==> config.mk <==
export PLATFORM = sky130hd
export DESIGN_NAME = stopwatch_ctrl
export DESIGN_NICKNAME = d
export VERILOG_FILES = /design/src/rtl/stopwatch_ctrl.sv
export SDC_FILE = /design/constraint.sdc
export NUM_CORES = 1
export LEC_CHECK = 0
export ABC_AREA = 0
export BUFFER_PORTS_ARGS = -buffer_cell sky130_fd_sc_hd__buf_2
export CORE_UTILIZATION = 56
export CTS_CLUSTER_DIAMETER = 120
export DETAILED_ROUTE_END_ITERATION = 6
export PLACE_DENSITY = 0.73
export SLEW_MARGIN = 20
export SYNTH_ARGS = -nofsm -noshare
export SYNTH_HDL_FRONTEND = slang
export SYNTH_SLANG_ARGS = --single-unit
==> constraint.sdc <==
create_clock -name clk -period 2.8 [get_ports clk]
set_input_delay 0.28 -clock clk [delete_from_list [all_inputs] [get_ports clk]]
set_output_delay 0.28 -clock clk [all_outputs]
set_load 0.03 [all_outputs]
==> src/rtl/stopwatch_ctrl.sv <==
// ---------------------------------------------------------------------------
// stopwatch_ctrl / stopwatch_debounce
//
// Control front end for the stopwatch time counter. Each raw push-button is
// synchronised, debounced and reduced to a single-cycle press pulse. A Moore
// state machine (IDLE / COUNT / PAUSE) turns those pulses into the 2-bit
// command for the time counter and a lap-hold flag for the display path.
//
// stopwatch_ctrl ports:
//   clk        in   system clock (50 MHz)
//   rst        in   asynchronous, active-high reset
//   btn_start  in   raw start/stop button, active-high, asynchronous
//   btn_clear  in   raw clear button, active-high, asynchronous
//   btn_lap    in   raw lap button, active-high, asynchronous
//   cnt_ctrl   out  counter command: 00 IDLE(clear), 01 COUNT, 10 PAUSE
//   lap_hold   out  1 = display shows frozen lap value, 0 = live value
//   running    out  1 exactly while the state is COUNT
//
// stopwatch_debounce ports:
//   clk, rst   as above
//   din        raw asynchronous button level
//   press      one-cycle pulse on each accepted 0->1 transition
// ---------------------------------------------------------------------------

module stopwatch_debounce #(
   parameter int DB_CYCLES = 500000
) (
   input  logic clk,
   input  logic rst,
   input  logic din,
   output logic press
);

   localparam int CW = $clog2(DB_CYCLES) + 1;
   localparam logic [CW-1:0] CNT_LAST = CW'(DB_CYCLES - 1);

   logic          sync_a;
   logic          sync_b;
   logic          db;
   logic          db_d;
   logic [CW-1:0] cnt;

   // Two-flop synchroniser; the raw button is asynchronous to clk.
   always_ff @(posedge clk or posedge rst) begin
      if (rst) begin
         sync_a <= 1'b0;
         sync_b <= 1'b0;
      end else begin
         sync_a <= din;
         sync_b <= sync_a;
      end
   end

   // The count only survives while the synchronised level keeps disagreeing
   // with the accepted level, so any bounce shorter than DB_CYCLES restarts it.
   always_ff @(posedge clk or posedge rst) begin
      if (rst) begin
         db  <= 1'b0;
         cnt <= '0;
      end else if (sync_b == db) begin
         cnt <= '0;
      end else if (cnt == CNT_LAST) begin
         db  <= sync_b;
         cnt <= '0;
      end else begin
         cnt <= cnt + 1'b1;
      end
   end

   // Delayed copy of the debounced level for rising-edge detection.
   always_ff @(posedge clk or posedge rst) begin
      if (rst) begin
         db_d <= 1'b0;
      end else begin
         db_d <= db;
      end
   end

   assign press = db & ~db_d;

endmodule

module stopwatch_ctrl #(
   parameter int DB_CYCLES = 500000
) (
   input  logic       clk,
   input  logic       rst,
   input  logic       btn_start,
   input  logic       btn_clear,
   input  logic       btn_lap,
   output logic [1:0] cnt_ctrl,
   output logic       lap_hold,
   output logic       running
);

   // State encoding doubles as the counter command, so cnt_ctrl is the
   // state register itself and needs no decode.
   typedef enum logic [1:0] {
      IDLE  = 2'b00,
      COUNT = 2'b01,
      PAUSE = 2'b10
   } state_t;

   state_t state;
   logic   start_p;
   logic   clear_p;
   logic   lap_p;

   stopwatch_debounce #(.DB_CYCLES(DB_CYCLES)) u_db_start (
      .clk   (clk),
      .rst   (rst),
      .din   (btn_start),
      .press (start_p)
   );

   stopwatch_debounce #(.DB_CYCLES(DB_CYCLES)) u_db_clear (
      .clk   (clk),
      .rst   (rst),
      .din   (btn_clear),
      .press (clear_p)
   );

   stopwatch_debounce #(.DB_CYCLES(DB_CYCLES)) u_db_lap (
      .clk   (clk),
      .rst   (rst),
      .din   (btn_lap),
      .press (lap_p)
   );

   // Sequencing FSM. Clear is only honoured while paused, so a running
   // stopwatch cannot be wiped by accident. In COUNT a lap pulse arriving
   // together with start is dropped; in PAUSE clear beats start beats lap.
   // The unreachable 2'b11 pattern falls back to IDLE.
   always_ff @(posedge clk or posedge rst) begin
      if (rst) begin
         state    <= IDLE;
         lap_hold <= 1'b0;
         running  <= 1'b0;
      end else begin
         case (state)
            IDLE: begin
               lap_hold <= 1'b0;
               if (start_p) begin
                  state   <= COUNT;
                  running <= 1'b1;
               end
            end
            COUNT: begin
               if (start_p) begin
                  state   <= PAUSE;
                  running <= 1'b0;
               end else if (lap_p) begin
                  lap_hold <= ~lap_hold;
               end
            end
            PAUSE: begin
               if (clear_p) begin
                  state    <= IDLE;
                  lap_hold <= 1'b0;
               end else if (start_p) begin
                  state   <= COUNT;
                  running <= 1'b1;
               end else if (lap_p) begin
                  lap_hold <= 1'b0;
               end
            end
            default: begin
               state    <= IDLE;
               lap_hold <= 1'b0;
               running  <= 1'b0;
            end
         endcase
      end
   end

   assign cnt_ctrl = state;

endmodule

==> reports/metrics.cfg <==
[status]
status=completed

[timing]
tns_ps=0
fmax_ghz=0.446
hold_violations=0
fin_crit_sh_pct=80.1
max_slew_margin_pct=59.2
finClkSkew_ps=9.69
slew_violations=0
rsz0062_at_grt=false
min_period_ps=2240
tightestPinTransition_ps=607
fin_hold_ws_ps=34.7
setup_viol=0

[grt]
track_usage_pct=21.5
overflow=0
antenna_found_initial=0
grt_pass1_wl_um=10800
grt_max_degree=58
grt_pass1_vias=2435

[clock_network]
post_cts_buffers=0
path_clk_slew_ps=80
cts.hold.buffers_added=1
cts_resized=0
numCtsBuffers=9
cts_max_level=3
cts_buffer_depth=2
cts.sinks=76
clk_latency_ps=350
tritoncts=done
cts.root.buffer_cell=clkbuf_8

[cells_and_area]
final_cells=456
area_growth_pct=10.1
fill_cells=471
antennaDiodeCount=0
finalNetCount=384
drive_gt1_share_pct=10.2

[hold_path]
hold_class=input port to register
whs_path_depth=1
min-delay-start=btn_start
holdPathEnd=u_db_start.sync_a$_DFF_PP0_

[place]
portBuffers=8
placed_cells=439
place_congestion=0.831
dp_hpwl_um=4260

[run]
cap_violations=0

[synthesis]
ys.flop_type=dfrtp_1
ys_ff_latch=76
synth_top_area_share_pct=52.5
yosysMostFrequentCell=dfrtp_1
async_flop_share_pct=100
synth_common_cells=76 x dfrtp_1, 61 x nor2_1, 40 x xnor2_1
synth-seq-area-share_pct=52.5
yosys-top-cells-area=dfrtp_1 53%, xnor2_1 9.7%, nor2_1 6.3%
synth-edff-count=0
yosysTopAreaCell=dfrtp_1
synth_warnings=0
synth.distinct_cells=36
synth_fp_nets=364
avgSynthCellArea_um2=10.2
syn_inst=356
syn_area_mm2=0.00362

[power_and_ir_drop]
power_frac_seq_pct=55.3
pwr-share-comb_pct=3.4
switchingPower_uw=447
sw_frac_of_total_pct=21.9
finalPower_uw=2040
p_int_uw=1590
power.share.clock_pct=41.2
leakage_uw=0.00154
ir_drop_mv=0.388
powerDensity_mw_per_mm2=512

[drt]
firstDrtPassIters=6
routed-via-count=2571
viasPerCell=5.64
routed_wl_um=6210
drc=0
routedWlPerCell_um=13.6
ant_nets=0
first_iter_violations=132

[setup_path]
regToRegSetupSlack_ps=560
rr_endpoint=u_db_clear.cnt[8]$_DFF_PP0_
path_class=register to register
crit_path_end_kind=register
reg2reg_depth=6
critPathLaunchType=register
worstPathArrival_ps=2470
slowest_delay_ps=530
crit_family=simple AND/OR/NAND/NOR gates
crit_chain=ha_1, nand4_4, or4_4, o31ai_4, buf_4, nor2_1
critPathSlowestCell=or4_4
crit_fanout=9
crit_buf_inv=1
cp.required_ps=3030
r2r-start=u_db_clear.cnt[0]$_DFF_PP0_

[die]
fp.dieW_um=82.4
die_y_um=82.4
dieArea_mm2=0.00679
initial_utilization_pct=59.7
core.rowCount=28
fp.coreArea_mm2=0.00606
num_io_pins=9

## stage by stage
step	setup slack (ps)	cell area (um^2)	utilization [%]
floorplan	582	3620	-
finish	557	3990	65.8
global route	443	3990	65.8
CTS	545	3990	65.8
detailed placement	556	3770	62.3
global placement	619	3770	62.3
## state kept, by name (all words and copies together), names as in the netlist
signal             count
u_db_clear.cnt        20
u_db_lap.cnt          20
u_db_start.cnt        20
cnt_ctrl               2
lap_hold               1
running                1
u_db_clear.db          1
u_db_clear.db_d        1
u_db_clear.sync_a      1
u_db_clear.sync_b      1
u_db_lap.db            1
u_db_lap.db_d          1
u_db_lap.sync_a        1
u_db_lap.sync_b        1
u_db_start.db          1
u_db_start.db_d        1
u_db_start.sync_a      1
u_db_start.sync_b      1
## routing by layer
| metal | part of all wire [%] | global-route usage [%] | routed length [um] |
|---|---|---|---|
| met3 | 2.6 | 6.26 | 164 |
| met5 | 0 | 0 | 0 |
| met2 | 46 | 33.5 | 2870 |
| met4 | 1.3 | 8.42 | 79 |
| met1 | 50 | 28.2 | 3100 |
## cell type report
type	count	area, um^2	share of cell area (%)
clock buffers	12	155	3.89
clock inverters	4	47.5	1.19
inverters	15	56.3	1.41
multi-input cells	260	1630	40.9
flip-flops and latches	76	1900	47.7
well taps	75	93.8	2.35
repair buffers	14	100	2.51
## logic make-up (layout without fill, tap and decap cells)
| kind of cell | after synthesis | in the layout | share of synthesized area (%) |
|---|---|---|---|
| AOI/OAI and AO/OA | 28 | 28 | 5.36 |
| xor gates and xnor gates | 48 | 48 | 11.6 |
| adders and majority gates | 3 | 3 | 1.04 |
| buffers and inverters | 20 | 45 | 2.42 |
| DFF | 76 | 76 | 52.5 |
| muxes | 7 | 7 | 2.04 |
| and+or+nand+nor | 174 | 174 | 25.0 |
## cells in the final DEF, fill, tap and decap left out, drive strengths merged, types with 4 or more instances in the layout
cell,count
a21oi,12
buf,13
clkbuf,12
dfrtp,76
inv,15
mux2i,4
nand2,13
nand2b,4
nand3,21
nand4,18
nor2,61
nor3,15
nor4,16
o21bai,4
o31ai,9
or3,5
or4,9
xnor2,40
xor2,8
## worst register-to-register path: stages, from the launching register on
cell and delay (ps):
dfrtp_1 420, ha_1 280, nand4_4 160, or4_4 530, o31ai_4 440, buf_4 240
nor2_1 60
## power by group through the flow
stage	clock [uW]	sequential, uW	combinational, uW
after floorplan	0	1150	52.8
after global placement	0	1150	69.2
after detailed placement	0	1150	71.3
after CTS	867	1130	72.5
after global routing	909	1130	83.0
final	841	1130	69.8
## worst max-delay path by stage
stage / startpoint / endpoint / slack [ps] / depth (start not counted)
2_1_floorplan: rst / cnt_ctrl[0]$_DFFE_PP0P_ / 580 / 1
4_1_cts: u_db_clear.cnt[0]$_DFF_PP0_ / u_db_clear.cnt[17]$_DFF_PP0_ / 550 / 6
5_1_grt: u_db_clear.cnt[0]$_DFF_PP0_ / u_db_clear.cnt[17]$_DFF_PP0_ / 440 / 6
6_report: u_db_clear.cnt[0]$_DFF_PP0_ / u_db_clear.cnt[8]$_DFF_PP0_ / 560 / 6
3_5_place_dp: u_db_clear.cnt[0]$_DFF_PP0_ / u_db_clear.cnt[17]$_DFF_PP0_ / 560 / 6
3_3_place_gp: u_db_clear.cnt[0]$_DFF_PP0_ / u_db_clear.cnt[17]$_DFF_PP0_ / 620 / 6
Power figures use the tool's default switching activity.
